$ cat src/rtl/stream_mux_rr.sv
// Registered N-channel stream multiplexer with valid/ready handshakes.
// Fixed-select or round-robin arbitration feeds a single-entry output register.
module stream_mux_rr #(
  parameter int unsigned WIDTH    = 8,
  parameter int unsigned CHANNELS = 4,
  parameter int unsigned SELW     = 2
) (
  input  logic                      clk,
  input  logic                      reset,
  input  logic [CHANNELS*WIDTH-1:0] in_data,
  input  logic [CHANNELS-1:0]       in_valid,
  output logic [CHANNELS-1:0]       in_ready,
  input  logic                      mode,
  input  logic [SELW-1:0]           sel,
  output logic [WIDTH-1:0]          out_data,
  output logic [SELW-1:0]           out_chan,
  output logic                      out_valid,
  input  logic                      out_ready
);

  logic            load_en;
  logic            grant_ok;
  logic [SELW-1:0] grant;
  logic [SELW-1:0] rr_idx;
  logic [SELW-1:0] ptr;
  logic [WIDTH-1:0] grant_data;

  // Output register can accept a word when empty or being drained this cycle.
  assign load_en = !out_valid || out_ready;

  // Grant selection: fixed channel, or first valid channel scanning from ptr.
  always_comb begin
    grant    = sel;
    grant_ok = in_valid[sel];
    rr_idx   = ptr;
    if (mode) begin
      grant    = '0;
      grant_ok = 1'b0;
      for (int unsigned k = 0; k < CHANNELS; k++) begin
        rr_idx = ptr + SELW'(k);
        if (!grant_ok && in_valid[rr_idx]) begin
          grant    = rr_idx;
          grant_ok = 1'b1;
        end
      end
    end
  end

  // One-hot ready on the granted channel; held low while in reset.
  assign in_ready = (!reset && load_en && grant_ok) ? (CHANNELS'(1) << grant) : '0;

  assign grant_data = in_data[grant*WIDTH +: WIDTH];

  // Output register and round-robin pointer.
  always_ff @(posedge clk or posedge reset) begin
    if (reset) begin
      out_data  <= '0;
      out_chan  <= '0;
      out_valid <= 1'b0;
      ptr       <= '0;
    end else if (load_en) begin
      if (grant_ok) begin
        out_data  <= grant_data;
        out_chan  <= grant;
        out_valid <= 1'b1;
        if (mode) begin
          ptr <= grant + SELW'(1);
        end
      end else begin
        out_valid <= 1'b0;
      end
    end
  end

endmodule
$ cat config.mk
export PLATFORM = sky130hd
export DESIGN_NAME = stream_mux_rr
export DESIGN_NICKNAME = d
export VERILOG_FILES = /design/src/rtl/stream_mux_rr.sv
export SDC_FILE = /design/constraint.sdc
export NUM_CORES = 1
export LEC_CHECK = 0
export CORE_MARGIN = 10
export CORE_UTILIZATION = 39
export DETAILED_ROUTE_END_ITERATION = 16
export PLACE_DENSITY = 0.81
export SLEW_MARGIN = 25
export SYNTH_ARGS = -nofsm -noshare
export SYNTH_HDL_FRONTEND = slang
export SYNTH_SLANG_ARGS = --single-unit
$ cat constraint.sdc
create_clock -name clk -period 4 [get_ports clk]
set_input_delay 0.8 -clock clk [delete_from_list [all_inputs] [get_ports clk]]
set_output_delay 0.8 -clock clk [all_outputs]
set_load 0.1 [all_outputs]
==> flow_results.org <==
** Clocking
- CTS H-tree lvls :: 1
- # clock sinks :: 13
- Post-CTS repair changed the size of 0 cells.
- Post-CTS setup buffer count :: 0
- Clk root buf :: sky130_fd_sc_hd__clkbuf_4
- Number of buffers inserted during clock tree synthesis :: 3
- Post-CTS Hold Buffers :: 0
- Clock insertion delay at the later pin of the skew report :: around 270 ps
- After clock tree synthesis, the clock-pin slew on the worst setup and hold paths is roughly 80 ps.
- Counting along the longest clock path gives a buffer depth of 2.
- TritonCTS built the clock tree.

** Synthesis
- After Yosys synthesis, and, or, nand and nor cells account for between 10% and 20% of the synthesized area.
- Synthesis inferred 13 register bits.
- The netlist uses 30 different library cells.
- Dominant combinational cell family by area after synthesis :: compound AO/OA/AOI/OAI gates
- When the netlist entered floorplanning its net count stood at approximately 140.
- The Yosys step of the flow raised 0 warnings.
- Average footprint of a synthesized cell :: 9.82 sq um
- In the synthesized netlist the async set-or-reset flop fraction comes to 100%.
- Among all flip-flop cells after synthesis, the most frequent one is sky130_fd_sc_hd__dfrtp_1.
- After Yosys synthesis, XOR and XNOR cells account for 0.949% of the synthesized area.
- Cell area after synthesis :: 923 sq um
- Adder-cell share of the synthesized area :: 0%
- The share of the Yosys chip area taken by registers is a little over a third.
- The synthesized netlist devotes 20.3% of its cell area to compound gates.
- Multiplexer cells account for between 15 and 20% of the synthesized area.
- Cells after Synth :: 94
- Number of synthesized flops with an enable pin :: 0

** Global routing
- GR Layer Usage met1 :: about an eighth
- Global-route wire length before repair :: around 5000 um
- Met2 layer usage reported by global route :: ~22%
- Global routing consumed, on the met3 layer, under 10% of the routing resources.
- Maximum number of pins on one net before global-route repair :: 17
- After global routing, the most crowded layer is met2.
- Global routing usage summed across all routing layers :: about 14%
- Congestion Overflow GR :: 0
- The initial antenna violation count came to 0.
- The via count of the first global-routing pass was 1,087.

** STA
- The final-report hold violation count came to 0.
- The worst path in the final design needs a cycle of around 3500 ps, including I/O delays and setup.
- Setup repair after global routing left no endpoint under its margin.
- Final setup viols :: 0
- Max-slew violation count :: 0
- Worst Tran Pin Value :: approximately 1000 ps
- Setup skew after layout :: around 6.7 ps
- The worst path uses 88.5% of the clock period.
- Relative slew margins :: approximately a third
- Summed over all failing endpoints, the final setup total negative slack is 0 ps.
- In the post-route analysis, the smallest setup slack over all paths is about 460 ps.
- Derived from the worst setup path, the maximum achievable clock frequency is ~280 MHz.

** Pwr
- In this run the power spent charging and discharging nets is 0.399 mW.
- The internal portion of the total power is roughly 0.36 mW.
- In this run the static leakage power is approximately 0.65 nW.
- Proportion of power drawn by the clock network :: about a tenth
- Dividing total power by cell area gives a power density of about 480 nW/um^2.
- Overall power consumption after layout is estimated at between 0.7 and 0.8 mW.
- Proportion of power drawn by flip-flops and latches :: between 20% and 30%
- Max VDD drop :: approximately 0.32 mV
- In this run switching power makes up ~53% of total power.
- In this run, the combinational gates consume 64.3% of the power.

** Critical path
- Critical Path Source :: in_valid[0]
- The worst setup path is of the input pin to primary output kind.
- STA classifies the critical path endpoint as a primary output.
- CP startpoint kind :: input pin
- Critical-path top delay cell :: sky130_fd_sc_hd__clkdlybuf4s50_1
- In this run the critical register-to-register path is launched from ptr[1].
- Critical path cell sequence :: clkdlybuf4s50_1 -> a21oi_1 -> o21ai_0 -> and2_1 -> o2bb2ai_1 -> nor4b_2 -> buf_12
- Critical path's largest stage delay :: around 540 ps
- Along the worst path, the maximum fanout reaches 7.
- STA puts the critical path data required time at around 3200 ps.
- Arrival time worst endpoint :: 2740 ps

** Final layout
- Counting the fill cells in the layout gives 175.
- The library cell used most frequently in the layout, excluding fill and tap cells, is sky130_fd_sc_hd__clkdlybuf4s50_1.
- Relative to the synthesized area, the layout overhead comes to 70.9%.
- Of the cells placed in the final design, the portion with a size suffix greater than 1 is 13.1%.
- Area taken by flip-flops and latches :: 325 sq um
- After the flow finishes, the layout carries non-filler instances totaling between 150 and 200.
- Multi-input gate area :: about 540 sq um
- The repair_antennas step left the layout with diodes totalling 0.
- For this run, the share of the core covered by cells in the final layout is between 70% and 80%.
- Highest-count cells in the layout ignoring fill and taps :: 52 x sky130_fd_sc_hd__clkdlybuf4s50_1, 16 x sky130_fd_sc_hd__mux2i_1, 15 x sky130_fd_sc_hd__nand2_1
- Net count, final :: just under 200

** Drt
- Final Routed Wirelength :: 3040 um
- In the final routed layout, each cell accounts on average for approximately 17 um.
- Routed via count divided by cell count :: between 5 and 6
- Routed vias :: 951
- Count of TritonRoute iterations in the first routing pass :: 4
- Post-route antenna net violation count :: 0
- For this block, the initial DRC count from the detailed router was 27.
- For this run, design rule violations remaining after detail routing come to 0.

** Die
- During I/O placement, the number of pins put on the boundary was 57.
- Core Footprint :: ~2200 sq um
- From bottom edge to top edge, the die measures 68.7 um.
- Initial Util :: approximately 41%
- Number of rows created at floorplan :: 17
- The die covers ~4700 sq um.
- From left edge to right edge, the die measures around 70 um.

** Place
- Routability cong. :: 0.807
- Setup slack after placement :: approximately 470 ps
- Port buffer count :: between 50 and 60
- Number of placed instances with taps included :: approximately 180
- The wire-length estimate of the detail-placed layout is 2530 um.

** Run status
- The flow ran to the end, and the final reports show no timing, DRC or antenna violations.

** Min path
- The worst hold path belongs to the class register to register.
- Worst Hold Launch :: out_chan[0]

** Job
- Max-cap violations in this run came to 0.
[metal layers]
metal	share of wire [%]	wire length [um]
met5	0	0
met1	38	1160
met4	0.63	19
met3	15	449
met2	46	1400
[through the flow]
stage                     hold slack (ps)  instance area [sq um]
after floorplan                       574                    936
after global placement                464                   1550
after detailed placement              473                   1550
after CTS                             496                   1580
after global routing                  516                   1580
final                                 492                   1580
[cells in the mapped netlist (2+ instances only)]
| master | count | share of area [%] |
|---|---|---|
| sky130_fd_sc_hd__o21ai_0 | 5 | 2.7 |
| sky130_fd_sc_hd__nand2_1 | 15 | 6.1 |
| sky130_fd_sc_hd__o221ai_1 | 8 | 7.6 |
| sky130_fd_sc_hd__nor2_1 | 3 | 1.2 |
| sky130_fd_sc_hd__a21oi_1 | 3 | 1.6 |
| sky130_fd_sc_hd__dfrtp_1 | 13 | 35 |
| sky130_fd_sc_hd__nor4_1 | 2 | 1.4 |
| sky130_fd_sc_hd__or2_1 | 2 | 1.4 |
| sky130_fd_sc_hd__inv_1 | 4 | 1.6 |
| sky130_fd_sc_hd__mux2i_1 | 16 | 17 |
| sky130_fd_sc_hd__buf_6 | 4 | 4.9 |
[worst max-delay path: cells and delay by family]
kind	cells	cell delay, ps
AOI/OAI and AO/OA	3	630
buffers and inverters	2	760
and+or+nand+nor	2	550
[path summary, 6_finish.rpt]
path | to | slack (ps) | cells past startpoint
max | in_ready[3] | 460 | 7
min | out_chan[0] | 490 | 2
max reg2reg | out_data[6] | 1990 | 7
min reg2reg | out_chan[0] | 490 | 2
max in group asynchronous | out_data[5] | 2820 | 3
min in group asynchronous | out_valid | 1010 | 3
[sequential cells by signal, indices dropped and copies added (netlist names)]
signal,cells
out_chan,2
ptr,2
out_data,8
out_valid,1
[power groups by stage]
stage | combinational, mW | clock [mW] | sequential (mW)
2_1_floorplan | 0.141 | 0 | 0.400
3_3_place_gp | 0.482 | 0 | 0.191
3_5_place_dp | 0.488 | 0 | 0.193
4_1_cts | 0.489 | 0.0820 | 0.190
5_1_grt | 0.511 | 0.0869 | 0.195
6_report | 0.486 | 0.0792 | 0.190
[cell type report]
type,count,area share (%)
tap,28,2.22
timing repair buffer,60,40.0
sequential,13,20.6
inverter,5,1.19
multi-input combinational,71,34.3
clock buffer,4,1.67
[kinds of logic (layout without fill, tap and decap cells)]
kind of cell / Yosys count / count (layout)
simple gates: 29 / 29
buf+inv: 10 / 69
compound gates: 24 / 24
flops: 13 / 13
xor+xnor: 1 / 1
mux: 17 / 17
No activity file was read; power rests on OpenSTA's default activity.
==> RTL edit, RTL diff (same flow settings) <==
Reset style: synchronous (`reset`), changed in one clocked block.
--- a/src/rtl/stream_mux_rr.sv
+++ b/src/rtl/stream_mux_rr.sv
@@ -53,5 +53,5 @@
 
   // Output register and round-robin pointer.
-  always_ff @(posedge clk or posedge reset) begin
+  always_ff @(posedge clk) begin
     if (reset) begin
       out_data  <= '0;
Formal check against the unedited RTL: differs if reset is asserted again (counterexample within 4 cycles, from zero or initial values and one cycle with reset high); with reset held inactive, the same outputs for 10 cycles.
==> RTL edit against the unedited design <==
Power is 27% lower; routed wire length is 18% higher; worst hold slack worse by 22 ps; setup slack worse by 110 ps; non-clock buffer count is 1 lower; synthesized area is 4.9% higher; clock skew is 3.8 ps lower; largest power group unchanged; design area is 1.7% higher; register-to-register slack better by 80 ps; maximum frequency is 2.9% lower; highest routed layer unchanged; sequential cell count stayed put.
==> RTL edit: results <==
set metrics [dict create \
    status "finished clean" \
    fin_nets 220 \
    syn_inst 123 \
    fin_skew_ps 2.809 \
    synth_compound_area_frac 0.2752 \
    place_ws_ps 365.9 \
    drive_gt1_frac 0.1073 \
    cp_max_fo 10 \
    leakage_nw 0.5900 \
    arrival_ps 2850 \
    ys_top_cells_by_count "33 x nand3_1, 16 x o21ai_0, 13 x dfxtp_1" \
    grt_pass1_vias 1235 \
    dpl_cell_area_sq_um 1578 \
    cts_made_buffers 3 \
    routabilityCongestion 0.8348 \
    drt-vias-per-instance 5.727 \
    synthArstFlopShare 0 \
    ys_seq_area_frac 0.2687 \
    grt_pass1_wl_mm 5.954 \
    max_stage_delay_ps 610 \
    synth_nets 165 \
    grt_max_degree 17 \
    grt_usage 0.1427 \
    synthMuxAreaShare 0.07881 \
    dp_hpwl_mm 2.959 \
    yosysUniqueCellTypes 34 \
    vdd_drop_max_mv 0.2317 \
    synth-xor-area-share 0.009044 \
    initialDrtViolationCount 85 \
    synthTopCellsByArea "dfxtp_1 27%, nand3_1 17%, a32o_1 8.3%" \
    wl_per_cell_um 17.45 \
    postRouteWirelength_mm 3.578 \
    fillCellCount 213 \
    dp.cells 201 \
]
==> RTL edit: final cells by class <==
type	count	area share
clock buffer	4	0.01638
sequential	13	0.1622
multi-input combinational	98	0.4041
timing repair buffer	59	0.3885
inverter	3	0.007020
tap	28	0.02184
==> RTL edit: cell families after synthesis <==
family,Yosys count
multiplexers,5
flip-flops,13
buffers and inverters,12
XOR/XNOR,1
AO/OA/AOI/OAI,37
AND/OR/NAND/NOR,55
==> RTL edit: final timing paths <==
path                                  start          end  slack [ps]  cells past startpoint
worst max-delay path            in_valid[2]  in_ready[2]         350                      7
worst min-delay path            out_data[5]  out_data[5]         470                      1
worst max register to register       ptr[1]  out_data[7]        2070                      6
worst min register to register  out_data[5]  out_data[5]         470                      1
==> RTL edit: metrics by stage <==
| step | hold WS [ps] | utilization |
|---|---|---|
| 2_1_floorplan | 503.2 | - |
| 3_3_place_gp | 452.5 | 0.6868 |
| 3_5_place_dp | 455.8 | 0.6868 |
| 4_1_cts | 473.4 | 0.6983 |
| 5_1_grt | 481.8 | 0.6983 |
| 6_report | 470.0 | 0.6983 |
==> RTL edit: routing by layer <==
layer	up-vias	global-route usage	part of all wire
li1	580	-	-
met1	536	0.1581	0.43
met4	0	0.03696	0.0089
met3	4	0.06705	0.10
met5	-	0	0
met2	54	0.2378	0.46
==> RTL edit: report_power, final <==
part	switching [mW]	internal (mW)
logic	0.203	0.112
clock network	0.0403	0.0385
registers	0.0106	0.146
total	0.254	0.296
